[config.mk]
export PLATFORM = sky130hd
export DESIGN_NAME = dark_rst_seq
export DESIGN_NICKNAME = d
export VERILOG_FILES = /design/src/rtl/dark_rst_seq.sv
export SDC_FILE = /design/constraint.sdc
export NUM_CORES = 1
export LEC_CHECK = 0
export ABC_AREA = 1
export CAP_MARGIN = 20
export CORE_MARGIN = 4
export CORE_UTILIZATION = 52
export DETAILED_ROUTE_END_ITERATION = 16
export HOLD_SLACK_MARGIN = 0.08
export PLACE_DENSITY = 0.87
export SETUP_SLACK_MARGIN = 0.3
export SYNTH_ARGS = -nofsm -noshare
export SYNTH_HDL_FRONTEND = slang
export SYNTH_SLANG_ARGS = --single-unit
export TNS_END_PERCENT = 10
[constraint.sdc]
create_clock -name XCLK -period 1.9 [get_ports XCLK]
set_clock_uncertainty 0.15 [all_clocks]
set_input_delay 0.57 -clock XCLK [delete_from_list [all_inputs] [get_ports XCLK]]
set_output_delay 0.57 -clock XCLK [all_outputs]
set_load 0.02 [all_outputs]
[src/rtl/dark_rst_seq.sv]
// dark_rst_seq: SoC reset sequencer.
//
// Releases the peripheral reset first and the core reset after it. This
// happens after an external reset and after a software reset. A software
// reset first waits for the bus to go idle (or for a drain timeout). It then
// holds both resets for a minimum time before the release sequence runs again.
//
// Parameters
//   PERIPH_HOLD  cycles PERIPH_RES stays high once the release sequence starts
//   CORE_HOLD    cycles from PERIPH_RES release to CORE_RES release
//   ASSERT_HOLD  minimum cycles both resets are held during a software reset
//   DRAIN_MAX    maximum cycles spent waiting for BUSY to drop
//   A value of 0 for any of these is treated as 1.
//
// Ports
//   XCLK        in   clock, rising edge
//   XRES        in   synchronous active-high reset
//   SWRST_REQ   in   software reset request pulse (honoured only in RUN)
//   BUSY        in   bus transaction in flight (looked at only in DRAIN)
//   CORE_RES    out  core reset, active-high, registered
//   PERIPH_RES  out  peripheral reset, active-high, registered
//   RDY         out  high exactly while in RUN, registered
//   RST_CAUSE   out  01 external, 10 software, 11 software after drain timeout
//   RST_COUNT   out  completed software resets, saturating at 255
module dark_rst_seq #(
    parameter int unsigned PERIPH_HOLD = 2,
    parameter int unsigned CORE_HOLD   = 4,
    parameter int unsigned ASSERT_HOLD = 3,
    parameter int unsigned DRAIN_MAX   = 16
) (
    input  logic       XCLK,
    input  logic       XRES,
    input  logic       SWRST_REQ,
    input  logic       BUSY,
    output logic       CORE_RES,
    output logic       PERIPH_RES,
    output logic       RDY,
    output logic [1:0] RST_CAUSE,
    output logic [7:0] RST_COUNT
);

    // Clamp every hold time to at least one cycle.
    localparam int unsigned PHold = (PERIPH_HOLD == 0) ? 1 : PERIPH_HOLD;
    localparam int unsigned CHold = (CORE_HOLD == 0)   ? 1 : CORE_HOLD;
    localparam int unsigned AHold = (ASSERT_HOLD == 0) ? 1 : ASSERT_HOLD;
    localparam int unsigned DMax  = (DRAIN_MAX == 0)   ? 1 : DRAIN_MAX;

    localparam int unsigned MaxPc   = (PHold > CHold) ? PHold : CHold;
    localparam int unsigned MaxAd   = (AHold > DMax) ? AHold : DMax;
    localparam int unsigned MaxHold = (MaxPc > MaxAd) ? MaxPc : MaxAd;
    // The counter only ever reaches MaxHold-1.
    localparam int unsigned CntW    = (MaxHold <= 1) ? 1 : $clog2(MaxHold);

    localparam logic [CntW-1:0] PLast = CntW'(PHold - 1);
    localparam logic [CntW-1:0] CLast = CntW'(CHold - 1);
    localparam logic [CntW-1:0] ALast = CntW'(AHold - 1);
    localparam logic [CntW-1:0] DLast = CntW'(DMax - 1);

    typedef enum logic [2:0] {
        StHold,
        StRelPeriph,
        StRelCore,
        StRun,
        StDrain,
        StAssert
    } state_e;

    state_e          state_q, state_d;
    logic [CntW-1:0] cnt_q, cnt_d;
    logic [1:0]      cause_q, cause_d;
    logic [7:0]      count_q, count_d;
    logic            core_res_q, core_res_d;
    logic            periph_res_q, periph_res_d;
    logic            rdy_q, rdy_d;

    // State and output registers. An external reset also clears the
    // software reset count, so an aborted software reset never counts.
    always_ff @(posedge XCLK) begin
        if (XRES) begin
            state_q      <= StHold;
            cnt_q        <= '0;
            cause_q      <= 2'b01;
            count_q      <= 8'd0;
            core_res_q   <= 1'b1;
            periph_res_q <= 1'b1;
            rdy_q        <= 1'b0;
        end else begin
            state_q      <= state_d;
            cnt_q        <= cnt_d;
            cause_q      <= cause_d;
            count_q      <= count_d;
            core_res_q   <= core_res_d;
            periph_res_q <= periph_res_d;
            rdy_q        <= rdy_d;
        end
    end

    // Next-state logic. The hold counter restarts at 0 on every transition.
    always_comb begin
        state_d = state_q;
        cnt_d   = cnt_q;
        cause_d = cause_q;
        count_d = count_q;
        unique case (state_q)
            StHold: begin
                state_d = StRelPeriph;
                cnt_d   = '0;
            end
            StRelPeriph: begin
                if (cnt_q == PLast) begin
                    state_d = StRelCore;
                    cnt_d   = '0;
                end else begin
                    cnt_d = cnt_q + 1'b1;
                end
            end
            StRelCore: begin
                if (cnt_q == CLast) begin
                    state_d = StRun;
                    cnt_d   = '0;
                end else begin
                    cnt_d = cnt_q + 1'b1;
                end
            end
            StRun: begin
                if (SWRST_REQ) begin
                    state_d = StDrain;
                    cnt_d   = '0;
                end
            end
            StDrain: begin
                // An idle bus wins over a timeout in the same cycle.
                if (!BUSY) begin
                    state_d = StAssert;
                    cause_d = 2'b10;
                    cnt_d   = '0;
                end else if (cnt_q == DLast) begin
                    state_d = StAssert;
                    cause_d = 2'b11;
                    cnt_d   = '0;
                end else begin
                    cnt_d = cnt_q + 1'b1;
                end
            end
            StAssert: begin
                if (cnt_q == ALast) begin
                    state_d = StRelPeriph;
                    cnt_d   = '0;
                    if (count_q != 8'hFF) begin
                        count_d = count_q + 8'd1;
                    end
                end else begin
                    cnt_d = cnt_q + 1'b1;
                end
            end
            default: begin
                state_d = StHold;
                cnt_d   = '0;
            end
        endcase
    end

    // Outputs decoded from the next state so they are registered and change
    // on the same edge as the state they belong to.
    always_comb begin
        core_res_d   = 1'b0;
        periph_res_d = 1'b0;
        rdy_d        = 1'b0;
        unique case (state_d)
            StHold, StRelPeriph, StAssert: begin
                core_res_d   = 1'b1;
                periph_res_d = 1'b1;
            end
            StRelCore: core_res_d = 1'b1;
            StRun:     rdy_d      = 1'b1;
            default:   ;
        endcase
    end

    assign CORE_RES   = core_res_q;
    assign PERIPH_RES = periph_res_q;
    assign RDY        = rdy_q;
    assign RST_CAUSE  = cause_q;
    assign RST_COUNT  = count_q;

endmodule

After elaboration in Yosys (flattened, before gate mapping)
Cells that the tools add are included.
{ "op_classes": {"n_addsub": 2, "n_eq_ne": 16, "muxes": 19, "reduce_logical": 6} }
{ "op_table": {"columns": ["cell", "count"], "rows": [
  ["4-bit two-way mux", 6],
  ["4-bit case mux with 5 select lines", 1],
  ["3-bit two-way mux", 6],
  ["3-bit case mux with 6 select lines", 1],
  ["3-bit by 2-bit == test with 1-bit output, second input constant", 4],
  ["3-bit == test, second input constant", 3],
  ["8-bit by 1-bit adder with 8-bit output, second input constant", 1],
  ["4-bit by 2-bit == test with 1-bit output, second input constant", 2],
  ["8-bit inequality test, second input constant", 1],
  ["3-bit by 1-bit == test with 1-bit output, second input constant", 2],
  ["3-bit logical NOT", 2],
  ["4-bit by 1-bit adder with 4-bit output, second input constant", 1],
  ["4-bit by 1-bit == test with 1-bit output, second input constant", 1],
  ["4-bit == test, second input constant", 1],
  ["2-bit two-way mux", 2],
  ["4-bit OR reduction", 1],
  ["1-bit two-way mux", 3],
  ["3-bit AND reduction", 1],
  ["3-bit OR reduction", 1],
  ["2-bit by 1-bit inequality test with 1-bit output, second input constant", 1],
  ["2-bit inequality test, second input constant", 1],
  ["2-bit AND reduction", 1]
]} }
{ "totals": {"regBits": 20, "input_bits": 4, "output_inout_bits": 13, "word_cells": 50} }

Logic depth before layout (Yosys ltp)
{ "logic_depth": {"ltp_word": 7, "depth_mapped": 9, "depth_no_buf": 9} }

Worst setup path after synthesis
OpenSTA, ideal clock, no wires.
{ "synth_path": {"kind": "register -> register", "start": "reg count_q[0] (netlist: RST_COUNT[0])", "end": "reg count_q[1] (netlist: RST_COUNT[1])", "setup_time_ns": 0.116, "t_arrival_ns": 1.278, "required_ns": 1.634, "path_slack_ns": 0.357, "stages_incl_launch_ff": 9, "path_buffers": 0, "period_less_slack_ns": 1.543, "cell_sequence": "dfxtp_1 > ha_1 > nand2_1 > nor3_2 > nand2_1 > nand2_4 > inv_4 > nor2_1 > nor2_1"} }
{ "synth_between": {"elab_chain_cells": 2, "elab_cells_between_ends": 3, "classes_between": "add/sub: 1; eq/ne: 1; reduce/logical: 1"} }
{ "synth_rtl": {"columns": ["item", "line", "rtl"], "rows": [
  ["from (decl)", "71", "logic [7:0] count_q, count_d;"],
  ["from (signal assigned)", "91", "count_q <= count_d;"],
  ["branches (longest 2 deep; another with 8-bit by 1-bit adder with 8-bit output)", null, null]
]} }
Several ways; the timed one is not identified.
A chain may end at the register's enable or synchronous reset.

Final worst setup path
{ "layout_path": {"start": "reg count_q[1] (netlist: RST_COUNT[1])", "end": "out RST_COUNT[1]"} }
{ "layout_rtl": {"columns": ["item", "line", "rtl"], "rows": [
  ["to (decl)", "39", "output logic [7:0] RST_COUNT"]
]} }
No word-level cell between the ends.

==> results.sh <==
export IMPL_cts_tree="done"
export IMPL_intPower_uw=644.6
export IMPL_max_slew_margin_pct=84.36
export IMPL_syn_num_nets=181
export IMPL_clock_latency_ns=0.31
export IMPL_antennaDiodeCount=0
export IMPL_drv_slew=0
export IMPL_seqCellArea_um2=417.9
export IMPL_die_area_um2=3028
export IMPL_io_pins=17
export IMPL_min_period_over_period_pct=87.18
export IMPL_clock_fmax_mhz=603.7
export IMPL_power_density_nw_per_um2=685.9
export IMPL_max_cap_violations=0
export IMPL_crit_cells=1
export IMPL_cts_buffer_depth=2
export IMPL_r2r_end="RST_COUNT[2]"
export IMPL_ys_types=24
export IMPL_critPathMaxStageDelay_ns=0.37
export IMPL_synthArstFlopShare_pct=0
export IMPL_grt_max_degree=13
export IMPL_r2r_setup_slack_ns=0.38
export IMPL_cp_end_kind="primary output"
export IMPL_worstMarginPinSlew_ns=0.2338
export IMPL_required_ns=1.18
export IMPL_pwr_share_clk_pct=26.4
export IMPL_dr_total_vias=1134
export IMPL_final_antenna_net_count=0
export IMPL_cts_max_level=1
export IMPL_timing_critical_path_buf_inv=1
export IMPL_synth_seq_area_share_pct=34.82
export IMPL_antenna_found_initial=0
export IMPL_grt_pass1_vias=1068
export IMPL_ys_seq_elements=20
export IMPL_status="finished, final reports clean"
export IMPL_clockRootBuffer="clkbuf_4"
export IMPL_finalHoldViolations=0
export IMPL_grt_pass1_wl_um=4547
export IMPL_die_h_um=55.03
export IMPL_synthCells=173
export IMPL_combPwrFrac_pct=23.3
export IMPL_multi_input_area_um2=653.1
export IMPL_r2r_start="RST_COUNT[0]"
export IMPL_drt_initial_drc_count=32
export IMPL_setup_violations=0
export IMPL_reg2regPathDepth=7
export IMPL_place_congestion=0.8713
export IMPL_crit_family="flip-flops"
export IMPL_grt_usage_pct=21.13
export IMPL_whs_ns=0.3157
export IMPL_crit_start="RST_COUNT[1]"
export IMPL_wl_um=2596
export IMPL_layout_drive_gt1_share_pct=24.62
export IMPL_p_sw_share_pct=32.52
export IMPL_worst_path_max_fanout=4
export IMPL_die_w_um=55.03
export IMPL_path_cells="clkdlybuf4s15_2"
export IMPL_pwr_share_seq_pct=50.3
export IMPL_numPortBuffers=16
export IMPL_crit_end="RST_COUNT[1]"
export IMPL_syn_avg_cell_area_um2=6.647
export IMPL_crit_arrival_ns=0.94
export IMPL_yosysWarnings=0
export IMPL_area_delta_synth_final_pct=21.11
export IMPL_power_leakage_uw=0.0006925
export IMPL_syn_area_um2=1150
export IMPL_finalCriticalPeriod_ns=1.656
export IMPL_worst_path_max_delay_cell="dfxtp_2"
export IMPL_start_util_pct=56.87
export IMPL_cts_hold_buffers=0
export IMPL_vias_per_cell=5.108
export IMPL_cts_sinks=20
export IMPL_hpwl_um=1995
export IMPL_switching_power_uw=310.6
export IMPL_std_cell_rows=16
export IMPL_ys_flop_type="dfxtp_1"
export IMPL_first_pass_iters=4
export IMPL_grt_setup_unrepaired="true"
export IMPL_path_clk_slew_ns=0.11
export IMPL_grt_overflow_total=0
export IMPL_drc=0
export IMPL_ir_drop_v=0.0004974
export IMPL_pre_cts_ws_ns=-0.003360
export IMPL_hp_class="flip-flop to flip-flop"
export IMPL_critPathLaunchType="flip-flop"
export IMPL_nFillCells=170
export IMPL_setup_ws_ns=0.2436
export IMPL_wl_per_cell_um=11.69
export IMPL_critPathKind="flip-flop to primary output"
export IMPL_synth_edf_count=0
export IMPL_cts_buffers=3
export IMPL_fin_nets=204
export IMPL_fp_coreArea_um2=2022
==> power groups by stage <==
stage	clock (uW)	sequential [uW]	combinational, uW
after floorplan	0	493	148
after global placement	0	484	213
after detailed placement	0	488	226
after CTS	260	477	222
after global routing	280	486	253
final	252	481	222
==> flip-flops by register name, indices dropped and copies added (netlist names) <==
name,count
RDY,1
state_q,3
RST_CAUSE,2
RST_COUNT,8
cnt_q,4
PERIPH_RES,1
CORE_RES,1
==> cell type report <==
type                            count  area share (%)
Clock buffer                        4           2.606
Inverter                           26           7.188
Multi-Input combinational cell    126           46.90
Sequential cell                    20           30.01
Tap cell                           27           2.426
Timing Repair Buffer               19           10.87
==> per-layer routing <==
layer | GRT usage [%] | wire length, um
met5 | 0 | 0
met4 | 10.53 | 60
met3 | 3.217 | 183
met2 | 38.19 | 1355
met1 | 23.82 | 996
==> worst min path at each step <==
stage | startpoint | end | slack (ns) | depth (start not counted)
3_5_place_dp | RST_CAUSE[1] | RST_CAUSE[1] | 0.30 | 2
5_1_grt | RST_CAUSE[1] | RST_CAUSE[1] | 0.34 | 2
6_report | RST_CAUSE[1] | RST_CAUSE[1] | 0.32 | 2
3_3_place_gp | RST_CAUSE[1] | RST_CAUSE[1] | 0.29 | 2
4_1_cts | RST_CAUSE[1] | RST_CAUSE[1] | 0.32 | 2
2_1_floorplan | cnt_q[3] | cnt_q[3] | 0.34 | 2
==> per-stage QoR <==
step / cell area, um2 / std cells / total power (uW) / setup TNS (ns) / util (%)
6_report: 1393 / 222 / 955.2 / 0 / 68.87
5_1_grt: 1393 / 222 / 1019 / 0 / 68.87
4_1_cts: 1411 / 222 / 959.3 / 0 / 69.80
3_5_place_dp: 1363 / 218 / 713.7 / -0.003360 / 67.39
3_3_place_gp: 1363 / 218 / 697.3 / 0 / 67.39
2_1_floorplan: 1150 / 173 / 640.7 / 0 / -
==> timing repair <==
action	in CTS	in global routing
endpoints found under the setup margin	13	28
setup buffers	0	0
pin swaps	0	7
resized for setup	42	21
==> cell families after synthesis <==
logic type	after synthesis	synth area share, %
flip-flops	20	34.82
AND/OR/NAND/NOR	100	39.61
AO/OA/AOI/OAI	16	7.617
buffers and inverters	27	9.032
XOR/XNOR	6	4.570
adder cells (fa/ha/maj)	4	4.353
==> layout by cell type, fill, tap and decap left out, drive strengths merged, types with 3 or more instances in the layout <==
cell type      instances
clkdlybuf4s15          5
a21oi                 10
dfxtp                 20
buf                   10
nor2                  25
nand2                 54
ha                     4
o21ai                  4
inv                   26
xor2                   6
nand3                 15
clkbuf                 5
nor3                   3
==> cells in the mapped netlist, types with 2 or more instances <==
master    number  area share [%]
a21oi_1        9             3.9
dfxtp_1       20              35
ha_1           4             4.4
inv_1         24             7.8
nand2_1       51              17
nand2_2        2             1.1
nand3_1       13             5.7
nand3_2        2             1.7
nand3b_1       2             1.3
nor2_1        21             6.9
nor2_2         3             1.6
nor3_2         2             1.7
o21ai_0        4             1.7
xor2_1         6             4.6
==> worst register-to-register path: stages (launching register included) <==
cell     delay, ns
dfxtp_2       0.38
ha_1          0.19
nand2_1       0.10
nor3_2        0.14
nand2_1       0.11
nand2_4       0.12
nand2_1       0.08
a21oi_1       0.18
Note: power is estimated with default switching activity, not from simulation.
